**config.mk**
```make
export PLATFORM = sky130hd
export DESIGN_NAME = intra_edge_upsampler_flat
export DESIGN_NICKNAME = d
export VERILOG_FILES = /design/src/rtl/intra_edge_upsampler_pkg.sv /design/src/rtl/intra_edge_upsampler_if.sv /design/src/rtl/intra_edge_upsampler_tap.sv /design/src/rtl/intra_edge_upsampler.sv /design/src/flat_wrapper.sv
export SDC_FILE = /design/constraint.sdc
export NUM_CORES = 1
export LEC_CHECK = 0
export CAP_MARGIN = 20
export CORE_ASPECT_RATIO = 0.6
export CORE_MARGIN = 2
export CORE_UTILIZATION = 60
export DETAILED_ROUTE_END_ITERATION = 6
export PLACE_DENSITY = 0.79
export SLEW_MARGIN = 30
export SYNTH_ARGS = -nofsm -noshare
export SYNTH_HDL_FRONTEND = slang
export SYNTH_SLANG_ARGS = --single-unit
```
**constraint.sdc**
```tcl
create_clock -name clk -period 10.9 [get_ports clk]
set_input_delay 3.27 -clock clk [delete_from_list [all_inputs] [get_ports clk]]
set_output_delay 3.27 -clock clk [all_outputs]
set_load 0.005 [all_outputs]
```
**src/rtl/intra_edge_upsampler_pkg.sv**
```systemverilog
// Shared types and constants for the AV1 intra edge upsampler.
//   ieu_state_t       : controller state encoding (IDLE, LOAD, EMIT)
//   UPSAMPLE_MAX_D    : |delta| at or above which upsampling is never used
//   BLKWH_LIM_*       : w+h ceilings for smooth / sharp neighbour filtering
//   select_upsample() : AV1 useUpsample decision for one block
package intra_edge_pkg;

    typedef enum logic [1:0] {
        IDLE = 2'd0,
        LOAD = 2'd1,
        EMIT = 2'd2
    } ieu_state_t;

    localparam int UPSAMPLE_MAX_D   = 40;
    localparam int BLKWH_LIM_SMOOTH = 8;
    localparam int BLKWH_LIM_SHARP  = 16;

    function automatic logic select_upsample(
        input logic [9:0]        w,
        input logic [9:0]        h,
        input logic              filter_type,
        input logic signed [9:0] delta,
        input logic              num_px_zero
    );
        logic signed [10:0] delta_x;
        logic        [10:0] d;
        logic        [10:0] blk_wh;
        logic        [10:0] lim;
        delta_x = {delta[9], delta};
        d       = delta_x[10] ? -delta_x : delta_x;
        blk_wh  = {1'b0, w} + {1'b0, h};
        lim     = filter_type ? 11'(BLKWH_LIM_SMOOTH) : 11'(BLKWH_LIM_SHARP);
        if (num_px_zero || (d == 11'd0) || (d >= 11'(UPSAMPLE_MAX_D))) begin
            return 1'b0;
        end
        return (blk_wh <= lim);
    endfunction

endpackage

```
**src/rtl/intra_edge_upsampler_if.sv**
```systemverilog
// Block descriptor, sample-in and sample-out bundle of the intra edge upsampler.
//   master : edge fetch / predictor side (drives descriptor, in samples, out_ready)
//   slave  : the upsampler itself
interface intra_edge_upsampler_if #(
    parameter int BIT_DEPTH = 10,
    parameter int MAX_PX    = 16
);
    localparam int NPW = $clog2(MAX_PX + 1);

    logic                  start;
    logic [9:0]            w;
    logic [9:0]            h;
    logic                  filter_type;
    logic signed [9:0]     delta;
    logic [NPW-1:0]        num_px;
    logic                  busy;
    logic                  use_upsample;
    logic                  in_valid;
    logic                  in_ready;
    logic [BIT_DEPTH-1:0]  in_sample;
    logic                  out_valid;
    logic                  out_ready;
    logic [BIT_DEPTH-1:0]  out_sample;
    logic                  out_last;

    modport master (
        output start, w, h, filter_type, delta, num_px,
        output in_valid, in_sample, out_ready,
        input  busy, use_upsample, in_ready, out_valid, out_sample, out_last
    );

    modport slave (
        input  start, w, h, filter_type, delta, num_px,
        input  in_valid, in_sample, out_ready,
        output busy, use_upsample, in_ready, out_valid, out_sample, out_last
    );

endinterface

```
**src/rtl/intra_edge_upsampler_tap.sv**
```systemverilog
// Combinational AV1 upsample tap: (-p0 + 9*p1 + 9*p2 - p3 + 8) >>> 4,
// clipped to [0, 2^BIT_DEPTH-1].
//   p0..p3 : four consecutive edge samples
//   r      : interpolated sample between p1 and p2
module intra_edge_upsample_tap #(
    parameter int BIT_DEPTH = 10
) (
    input  logic [BIT_DEPTH-1:0] p0,
    input  logic [BIT_DEPTH-1:0] p1,
    input  logic [BIT_DEPTH-1:0] p2,
    input  logic [BIT_DEPTH-1:0] p3,
    output logic [BIT_DEPTH-1:0] r
);
    // 18*max sample plus rounding fits in BIT_DEPTH+6 signed bits
    localparam int SW = BIT_DEPTH + 6;
    localparam logic signed [SW-1:0] RND  = SW'(8);
    localparam logic signed [SW-1:0] MAXV = SW'((1 << BIT_DEPTH) - 1);

    logic signed [SW-1:0] e0, e1, e2, e3, inner, s, q;

    always_comb begin
        e0    = $signed(SW'(p0));
        e1    = $signed(SW'(p1));
        e2    = $signed(SW'(p2));
        e3    = $signed(SW'(p3));
        inner = e1 + e2;
        s     = (inner <<< 3) + inner - e0 - e3;
        q     = (s + RND) >>> 4;
        if (q[SW-1]) begin
            r = '0;
        end else if (q > MAXV) begin
            r = '1;
        end else begin
            r = q[BIT_DEPTH-1:0];
        end
    end

endmodule

```
**src/rtl/intra_edge_upsampler.sv**
```systemverilog
// AV1 intra edge upsampler. Accepts a block descriptor, decides useUpsample,
// buffers num_px+1 edge samples (buf[-1] first) and streams either the
// 2*num_px+1 upsampled edge or the unchanged num_px+1 samples.
//   clk, rst_n : clock, asynchronous active-low reset
//   bus        : descriptor (start/w/h/filter_type/delta/num_px), busy,
//                use_upsample, input stream (in_*), output stream (out_*)
//
// state | meaning
// IDLE  | waiting for start; descriptor latched and selection made on start
// LOAD  | accepting num_px+1 samples into the buffer
// EMIT  | streaming the edge through the registered output stage
module intra_edge_upsampler
    import intra_edge_pkg::*;
#(
    parameter int BIT_DEPTH = 10,
    parameter int MAX_PX    = 16
) (
    input logic                    clk,
    input logic                    rst_n,
    intra_edge_upsampler_if.slave  bus
);
    localparam int NPW = $clog2(MAX_PX + 1);
    localparam int OCW = NPW + 1;

    ieu_state_t state_q, state_d;

    logic [NPW-1:0]       num_px_q, num_px_clamped, in_cnt_q;
    logic [OCW-1:0]       out_cnt_q, last_idx;
    logic                 use_q;
    logic [BIT_DEPTH-1:0] mem [0:MAX_PX];
    logic                 out_valid_q, out_last_q;
    logic [BIT_DEPTH-1:0] out_sample_q;

    logic                 start_acc, in_ready, in_hs, load_out, emit_done;
    logic [NPW-1:0]       m_idx, idx_a, idx_c, idx_d;
    logic [NPW:0]         m_plus2;
    logic [BIT_DEPTH-1:0] tap_r, emit_sample;

    assign num_px_clamped = (bus.num_px > NPW'(MAX_PX)) ? NPW'(MAX_PX) : bus.num_px;
    assign in_hs          = in_ready & bus.in_valid;
    assign last_idx       = use_q ? {num_px_q, 1'b0} : {1'b0, num_px_q};

    always_ff @(posedge clk or negedge rst_n) begin
        if (!rst_n) begin
            state_q <= IDLE;
        end else begin
            state_q <= state_d;
        end
    end

    always_comb begin
        state_d   = state_q;
        start_acc = 1'b0;
        in_ready  = 1'b0;
        load_out  = 1'b0;
        emit_done = 1'b0;
        case (state_q)
            IDLE: begin
                if (bus.start) begin
                    start_acc = 1'b1;
                    state_d   = LOAD;
                end
            end
            LOAD: begin
                in_ready = 1'b1;
                if (bus.in_valid && (in_cnt_q == num_px_q)) begin
                    state_d = EMIT;
                end
            end
            EMIT: begin
                if (out_valid_q && bus.out_ready && out_last_q) begin
                    emit_done = 1'b1;
                    state_d   = IDLE;
                end else if (!out_valid_q || bus.out_ready) begin
                    load_out = 1'b1;
                end
            end
            default: state_d = IDLE;
        endcase
    end

    always_ff @(posedge clk or negedge rst_n) begin
        if (!rst_n) begin
            num_px_q     <= '0;
            use_q        <= 1'b0;
            in_cnt_q     <= '0;
            out_cnt_q    <= '0;
            out_valid_q  <= 1'b0;
            out_last_q   <= 1'b0;
            out_sample_q <= '0;
        end else begin
            if (start_acc) begin
                num_px_q  <= num_px_clamped;
                use_q     <= select_upsample(bus.w, bus.h, bus.filter_type, bus.delta,
                                             (bus.num_px == '0));
                in_cnt_q  <= '0;
                out_cnt_q <= '0;
            end
            if (in_hs) begin
                in_cnt_q <= in_cnt_q + 1'b1;
            end
            if (load_out) begin
                out_valid_q  <= 1'b1;
                out_sample_q <= emit_sample;
                out_last_q   <= (out_cnt_q == last_idx);
                out_cnt_q    <= out_cnt_q + 1'b1;
            end else if (emit_done) begin
                out_valid_q <= 1'b0;
                out_last_q  <= 1'b0;
            end
        end
    end

    // Buffer carries no reset: every entry read in EMIT was written in LOAD.
    always_ff @(posedge clk) begin
        if (in_hs) begin
            mem[in_cnt_q] <= bus.in_sample;
        end
    end

    // mem[j] holds buf[j-1]. Output pair m is (buf[m-1], r_m); the tap window
    // for r_m is buf[m-2..m+1] with both ends clamped to the stored edge.
    always_comb begin
        m_idx   = out_cnt_q[OCW-1:1];
        idx_a   = (m_idx == '0) ? '0 : m_idx - 1'b1;
        idx_c   = m_idx + 1'b1;
        m_plus2 = {1'b0, m_idx} + (NPW+1)'(2);
        idx_d   = (m_plus2 > {1'b0, num_px_q}) ? num_px_q : m_plus2[NPW-1:0];
    end

    intra_edge_upsample_tap #(.BIT_DEPTH(BIT_DEPTH)) u_tap (
        .p0 (mem[idx_a]),
        .p1 (mem[m_idx]),
        .p2 (mem[idx_c]),
        .p3 (mem[idx_d]),
        .r  (tap_r)
    );

    always_comb begin
        emit_sample = '0;
        if (!use_q) begin
            emit_sample = mem[out_cnt_q[NPW-1:0]];
        end else if (out_cnt_q[0]) begin
            emit_sample = tap_r;
        end else begin
            emit_sample = mem[m_idx];
        end
    end

    assign bus.busy         = (state_q != IDLE);
    assign bus.use_upsample = use_q;
    assign bus.in_ready     = in_ready;
    assign bus.out_valid    = out_valid_q;
    assign bus.out_sample   = out_sample_q;
    assign bus.out_last     = out_last_q;

endmodule
```
**src/flat_wrapper.sv**
```systemverilog
// flat-port wrapper written by rule: the top's interface ports become plain ports
module intra_edge_upsampler_flat import intra_edge_pkg::*;
#(
    parameter int BIT_DEPTH = 10,
    parameter int MAX_PX    = 16
)
  (clk, rst_n, bus_start, bus_w, bus_h, bus_filter_type, bus_delta, bus_num_px, bus_in_valid, bus_in_sample, bus_out_ready, bus_busy, bus_use_upsample, bus_in_ready, bus_out_valid, bus_out_sample, bus_out_last);
  intra_edge_upsampler_if #(.BIT_DEPTH(BIT_DEPTH), .MAX_PX(MAX_PX)) bus_i ();
  input logic clk;
  input logic rst_n;
  input wire logic [$bits(bus_i.start)-1:0] bus_start;
  input wire logic [$bits(bus_i.w)-1:0] bus_w;
  input wire logic [$bits(bus_i.h)-1:0] bus_h;
  input wire logic [$bits(bus_i.filter_type)-1:0] bus_filter_type;
  input wire logic [$bits(bus_i.delta)-1:0] bus_delta;
  input wire logic [$bits(bus_i.num_px)-1:0] bus_num_px;
  input wire logic [$bits(bus_i.in_valid)-1:0] bus_in_valid;
  input wire logic [$bits(bus_i.in_sample)-1:0] bus_in_sample;
  input wire logic [$bits(bus_i.out_ready)-1:0] bus_out_ready;
  output wire logic [$bits(bus_i.busy)-1:0] bus_busy;
  output wire logic [$bits(bus_i.use_upsample)-1:0] bus_use_upsample;
  output wire logic [$bits(bus_i.in_ready)-1:0] bus_in_ready;
  output wire logic [$bits(bus_i.out_valid)-1:0] bus_out_valid;
  output wire logic [$bits(bus_i.out_sample)-1:0] bus_out_sample;
  output wire logic [$bits(bus_i.out_last)-1:0] bus_out_last;
  assign bus_i.start = bus_start;
  assign bus_i.w = bus_w;
  assign bus_i.h = bus_h;
  assign bus_i.filter_type = bus_filter_type;
  assign bus_i.delta = bus_delta;
  assign bus_i.num_px = bus_num_px;
  assign bus_i.in_valid = bus_in_valid;
  assign bus_i.in_sample = bus_in_sample;
  assign bus_i.out_ready = bus_out_ready;
  assign bus_busy = bus_i.busy;
  assign bus_use_upsample = bus_i.use_upsample;
  assign bus_in_ready = bus_i.in_ready;
  assign bus_out_valid = bus_i.out_valid;
  assign bus_out_sample = bus_i.out_sample;
  assign bus_out_last = bus_i.out_last;
  intra_edge_upsampler #(.BIT_DEPTH(BIT_DEPTH), .MAX_PX(MAX_PX)) u_core (.clk(clk), .rst_n(rst_n), .bus(bus_i));
endmodule
```
* Word level (Yosys, flattened, before mapping)
Memory sizes are Yosys's and may differ from the RTL's.
Index checks and enable logic that the tools add are counted.
** Word-level totals
- Latch bits :: 0
- Register bits after elaboration :: 31
- ROM bits :: 0
- RAM bits :: 170
- Word-level logic and storage cells :: 85
- Output and inout port bits :: 15
- Bits of input ports :: 51
- Memories kept :: 1
** Operators by class
- Equality and inequality tests :: 7
- Add/subtract/negate cells :: 12
- Shift operators :: 0
- Multipliers :: 0
- Magnitude comparators :: 5
- Muxes and demuxes :: 35
- Reductions and logical operators :: 16
- Divide/modulo/power cells :: 0
- Bitwise logic cells :: 1
** Memory list
- u_core.mem :: words 17, bits a word 10, rd ports 5, clocked after Yosys merged registers in 0, wr ports 1, line intra_edge_upsampler.sv:30 : logic [BIT_DEPTH-1:0] mem [0:MAX_PX];
** Operator list (number)
- $mux W10 :: 4
- $sub A16 B11 Y16 :: 2
- $mux W5 :: 6
- $add A10 B10 Y11 :: 2
- $mux W6 :: 3
- $mux W1 :: 17
- $add A16 B16 Y16 :: 1
- $add A16 B5 Y16 const B :: 1
- $gt A12 B11 Y1 const B :: 1
- $ge A11 B6 Y1 const B :: 1
- $le A11 B11 Y1 :: 1
- $logic_not A11 Y1 :: 1
- $mux W11 :: 1
- $neg A10 Y11 :: 1
- $add A5 B1 Y5 const B :: 2
- $logic_not A5 Y1 :: 2
- $reduce_bool A2 Y1 :: 4
- $add A5 B2 Y6 const B :: 1
- $add A6 B1 Y6 const B :: 1
- $eq A6 B6 Y1 :: 1
- $gt A6 B5 Y1 :: 1
- $mux W2 :: 3
- $pmux W2 S3 :: 1
- $eq A5 B5 Y1 :: 1
- other kinds (12) :: 17

* Depth between registers and ports, before layout
An unclocked memory read counts as a cell.
- Word-level depth :: 12
- Depth in mapped cells :: 34
- Depth with buffers taken out :: 29

* Hierarchy
Synthesis repeated with hierarchy kept, for this count alone.
** Second synthesis, totals
- Cells, all modules :: 1549
- Area, all modules :: 17444.2 um2
** By module, submodules not included
- intra_edge_upsampler :: sequential area each 5880.6 um2, area each 15731.3 um2, times used 1, cells an instance 1347
- intra_edge_upsample_tap :: sequential area each 0.0 um2, area each 1712.9 um2, times used 1, cells an instance 202

* Worst setup path after synthesis
OpenSTA, ideal clock, no wires.
- Path kind :: reg2reg
- Start :: register u_core.out_cnt_q[1]
- End :: register u_core.out_sample_q[3], in the netlist u_core.bus.out_sample[3]
- Buffers on the path :: 6
- Setup time :: 0.110 ns
- Clock period less this slack :: 7.570 ns
- Arrival time :: 7.460 ns
- Slack :: 3.330 ns
- Required time :: 10.790 ns
- Stages on the path, launching flop included :: 30
- Cell sequence :: dfrtp_1 > buf_4 > inv_4 > buf_4 > buf_2 > buf_2 > ha_1 > buf_2 > buf_1 > mux4_2 > mux2_2 > ha_1 > inv_1 > fa_1 > nor2b_1 > o31a_1 > o21ai_0 > nand2b_1 > xnor2_1 > fa_1 > fa_1 > inv_1 > ha_1 > ha_1 > or3_1 > o221a_2 > o21ai_1 > xor2_1 > o21ai_0 > o41ai_1
** On the way
- Longest elaborated chain between the ends :: 12
- Elaborated cells on any way between the ends :: 18
- Classes of those cells :: 8 x add/sub; 2 x order compare; 6 x mux; 1 x reduce/logical; 1 x memory
** RTL lines
- from (decl) :: line intra_edge_upsampler.sv:28 : logic [OCW-1:0] out_cnt_q, last_idx;
- from (signal assigned) :: line intra_edge_upsampler.sv:106 : out_cnt_q <= out_cnt_q + 1'b1;
- $add A5 B1 Y5 :: line intra_edge_upsampler.sv:126 : idx_c = m_idx + 1'b1;
- $mem_v2 Z17 W10 *
- $add A10 B10 Y11 :: line intra_edge_upsampler_tap.sv:26 : inner = e1 + e2;
- $add A16 B16 Y16 :: line intra_edge_upsampler_tap.sv:27 : s = (inner <<< 3) + inner - e0 - e3;
- $sub A16 B11 Y16 (2 in a row) :: line intra_edge_upsampler_tap.sv:27
- $add A16 B5 Y16 :: line intra_edge_upsampler_tap.sv:28 : q = (s + RND) >>> 4;
- $gt A12 B11 Y1 :: line intra_edge_upsampler_tap.sv:31 : end else if (q > MAXV) begin
- $mux W10 :: line intra_edge_upsampler_tap.sv:31
- $mux W10 :: line intra_edge_upsampler_tap.sv:29 : if (q[SW-1]) begin
- $mux W10 :: line intra_edge_upsampler.sv:143 : end else if (out_cnt_q[0]) begin
- $mux W10 * :: line intra_edge_upsampler.sv:141 : if (!use_q) begin
- to (signal assigned) :: line intra_edge_upsampler.sv:104 : out_sample_q <= emit_sample;
- to (decl) :: line intra_edge_upsampler.sv:32 : logic [BIT_DEPTH-1:0] out_sample_q;
Mark *: on every way between the ends. The rest lies on a longest branch, timed or not.
A chain may end at the register's enable or synchronous reset.

* Worst setup path in the final report
- Start :: register u_core.out_cnt_q[1]
- End :: register u_core.out_sample_q[4], in the netlist u_core.bus.out_sample[4]
Same word-level chain as after synthesis.

==> results.cfg <==
[detailed_routing]
drtPass1Iterations = 7
routed_wirelength_mm = 61.8
ant_nets = 0
wire_per_inst_um = 33.7
via_per_inst = 7.81
drt_first_iter_violations = 2904
drc = 10
num_vias = 14300

[global_route]
overflow = 0
track_usage = 0.433
antenna_found_initial = 1
grt_pass1_vias = 13600
grt_max_degree = 45
grt_pass1_wl_mm = 90.4

[power_and_ir_drop]
p_clk_frac = 0.124
power_density_nw_per_um2 = 323
p_sw_mw = 2.86
comb_power_share = 0.700
swShare = 0.487
vdd_drop_max_mv = 0.548
p_int_mw = 3.02
pwr-share-seq = 0.176
p_leak_nw = 6.33

[synthesis]
synth_fa_ha_area_frac = 0.0716
netlist_instances = 1437
synth_compound_area_frac = 0.135
syn_area_um2 = 16500
postSynth.asyncResetShare = 0.154
ys_seq_area_frac = 0.356
synth_edf_count = 170
synth_top_family_by_area = multiplexers
yosys.area_share.simple = 0.102
syn-num-nets = 1571
yosys_warnings = 0
synth.ff_latch_count = 201
synth_area_per_cell_um2 = 11.5
ys.flop_type = edfxtp_1
synth-xor-area-share = 0.0212
ys_types = 78
muxShareOfSynthArea = 0.270

[layout]
drive_gt1_frac = 0.180
nNetsFinal = 1595
fin_area_um2 = 18200
final_cell_mix = edfxtp_1, mux4_2, mux2i_1
mostFrequentLayoutCell = edfxtp_1
areaGrowthSynthToFinish_pct = 10.3
antenna-diode-count = 0

[clocking]
clk_latency_ns = 0.55
clock_sinks = 201
post_cts_buffers = 0
ctsResizeCount = 0
numCtsBuffers = 20
h-tree-depth = 1
cts_root_buffer = clkbuf_16
cts_tree = built
clk_path_buf_depth = 3
cts.reportedPaths.clkPinSlew_ns = 0.07
postCtsHoldBufs = 0

[worst_setup_path]
critPathArrivalTime_ns = 9.11
crit_required_ns = 11.34
r2r_slack_ns = 2.22
critPathKind = flip-flop to flip-flop
crit_fanout = 43
start_kind = flip-flop
cp-end-kind = flip-flop

[timing]
clock_skew_ns = 0.0202
fin_crit_sh = 0.796
rsz0062_at_grt = no
fmax_ghz = 0.115
slew_violations = 0
setup_viol = 0
finalCriticalPeriod_ns = 8.68
tightest_slew_ns = 1.11
slew_headroom = 0.254
hold_viol = 0
setup_tns_ns = 0

[floorplanning]
start_util = 0.618
die_y_um = 132
core-area_um2 = 26700
die_w_um = 218
num_io_pins = 66
fp.dieArea_um2 = 28900
rows = 46

[flow_run]
cap_violations = 0

[placement]
dpl.hpwl_mm = 41.6
numPortBuffers = 65
place_area_um2 = 17500
place.gp.congestion = 1.09

[hold_path]
hold_class = flip-flop to flip-flop

[status]
violations = DRC
status = complete, but fails checks
[cells by family after synthesis]
| family | Yosys count |
|---|---|
| xor gates and xnor gates | 40 |
| buffers and inverters | 154 |
| DFF | 201 |
| muxes | 269 |
| AOI/OAI and AO/OA | 330 |
| adders and majority gates | 83 |
| and+or+nand+nor | 360 |
[cell type report]
class	instances	area, µm²
clock buffers	20	500
clock inverters	16	173
fillers	1930	8500
inverters	54	205
multi-input cells	1082	10100
flip-flops and latches	201	5890
well taps	360	450
repair buffers	102	928
[power by group through the flow]
stage / clock, mW / combinational, mW / sequential, mW
floorplan: 0 / 2.94 / 0.967
global placement: 0 / 3.90 / 1.04
detailed placement: 0 / 3.93 / 1.04
CTS: 0.728 / 3.98 / 1.02
global route: 0.758 / 4.41 / 1.04
finish: 0.730 / 4.12 / 1.03
[through the flow]
stage	hold WS, ns	cells	setup WS [ns]	total power [mW]	utilization
after floorplan	0.467	1437	3.33	3.91	-
after global placement	0.466	1799	2.80	4.94	0.653
after detailed placement	0.470	1799	2.57	4.97	0.656
after CTS	0.485	1835	2.53	5.73	0.681
after global routing	0.501	1835	1.87	6.20	0.682
final	0.476	1835	2.22	5.88	0.682
[cells in the mapped netlist, types with 31 or more instances]
master / count / area share
buf_2: 39 / 0.012
edfxtp_1: 170 / 0.31
nand2_1: 112 / 0.025
nand3_1: 33 / 0.010
dfrtp_1: 31 / 0.047
a21oi_1: 83 / 0.025
nor2_1: 108 / 0.025
inv_1: 49 / 0.011
o21ai_0: 62 / 0.019
ha_1: 64 / 0.049
clkbuf_1: 41 / 0.0093
mux2i_1: 115 / 0.070
mux4_2: 138 / 0.19
[worst max-delay path: stages (launching register included)]
cell and delay, ns:
dfrtp_4 0.90, inv_4 0.35, ha_1 0.52, and3_1 0.22
nand4_1 0.11, o31a_1 0.28, a22oi_2 0.88, nand2b_1 0.85
o22a_1 0.48, nand4_1 0.21, fa_1 0.49, fa_1 0.52
inv_1 0.04, ha_1 0.30, ha_1 0.37, and4b_1 0.22
o21ai_1 0.12, a21oi_1 0.12, o31ai_1 0.37, o21ai_1 0.12
xor2_1 0.55, o21ai_0 0.21, a211oi_1 0.27
[path summary, 6_finish.rpt]
path	start	to	cells after the start
setup / recovery	u_core.out_cnt_q[1]	u_core.bus.out_sample[4]	22
setup reg to reg	u_core.out_cnt_q[1]	u_core.bus.out_sample[4]	22
hold / removal	u_core.bus.out_sample[5]	u_core.bus.out_sample[5]	2
hold reg to reg	u_core.bus.out_sample[5]	u_core.bus.out_sample[5]	2
min in group asynchronous	rst_n	u_core.bus.out_last	2
max in group asynchronous	rst_n	u_core.out_cnt_q[1]	2
[per-layer routing]
layer  part of all wire  vias up  GRT usage  wire (µm)
li1                   -     5725          -          -
met1               0.37     6822      0.606      22600
met2               0.37     1503      0.539      22600
met3               0.21      284      0.257      13000
met4              0.055        6      0.159       3410
met5             0.0036        -     0.0533        221
[sequential cells by signal, summed over array words and instances, names as in the netlist]
name / cells
u_core.bus.out_last: 1
u_core.bus.out_sample: 10
u_core.bus.out_valid: 1
u_core.bus.use_upsample: 1
u_core.in_cnt_q: 5
u_core.mem: 170
u_core.num_px_q: 5
u_core.out_cnt_q: 6
u_core.state_q: 2
Note: power is estimated with default switching activity, not from simulation.
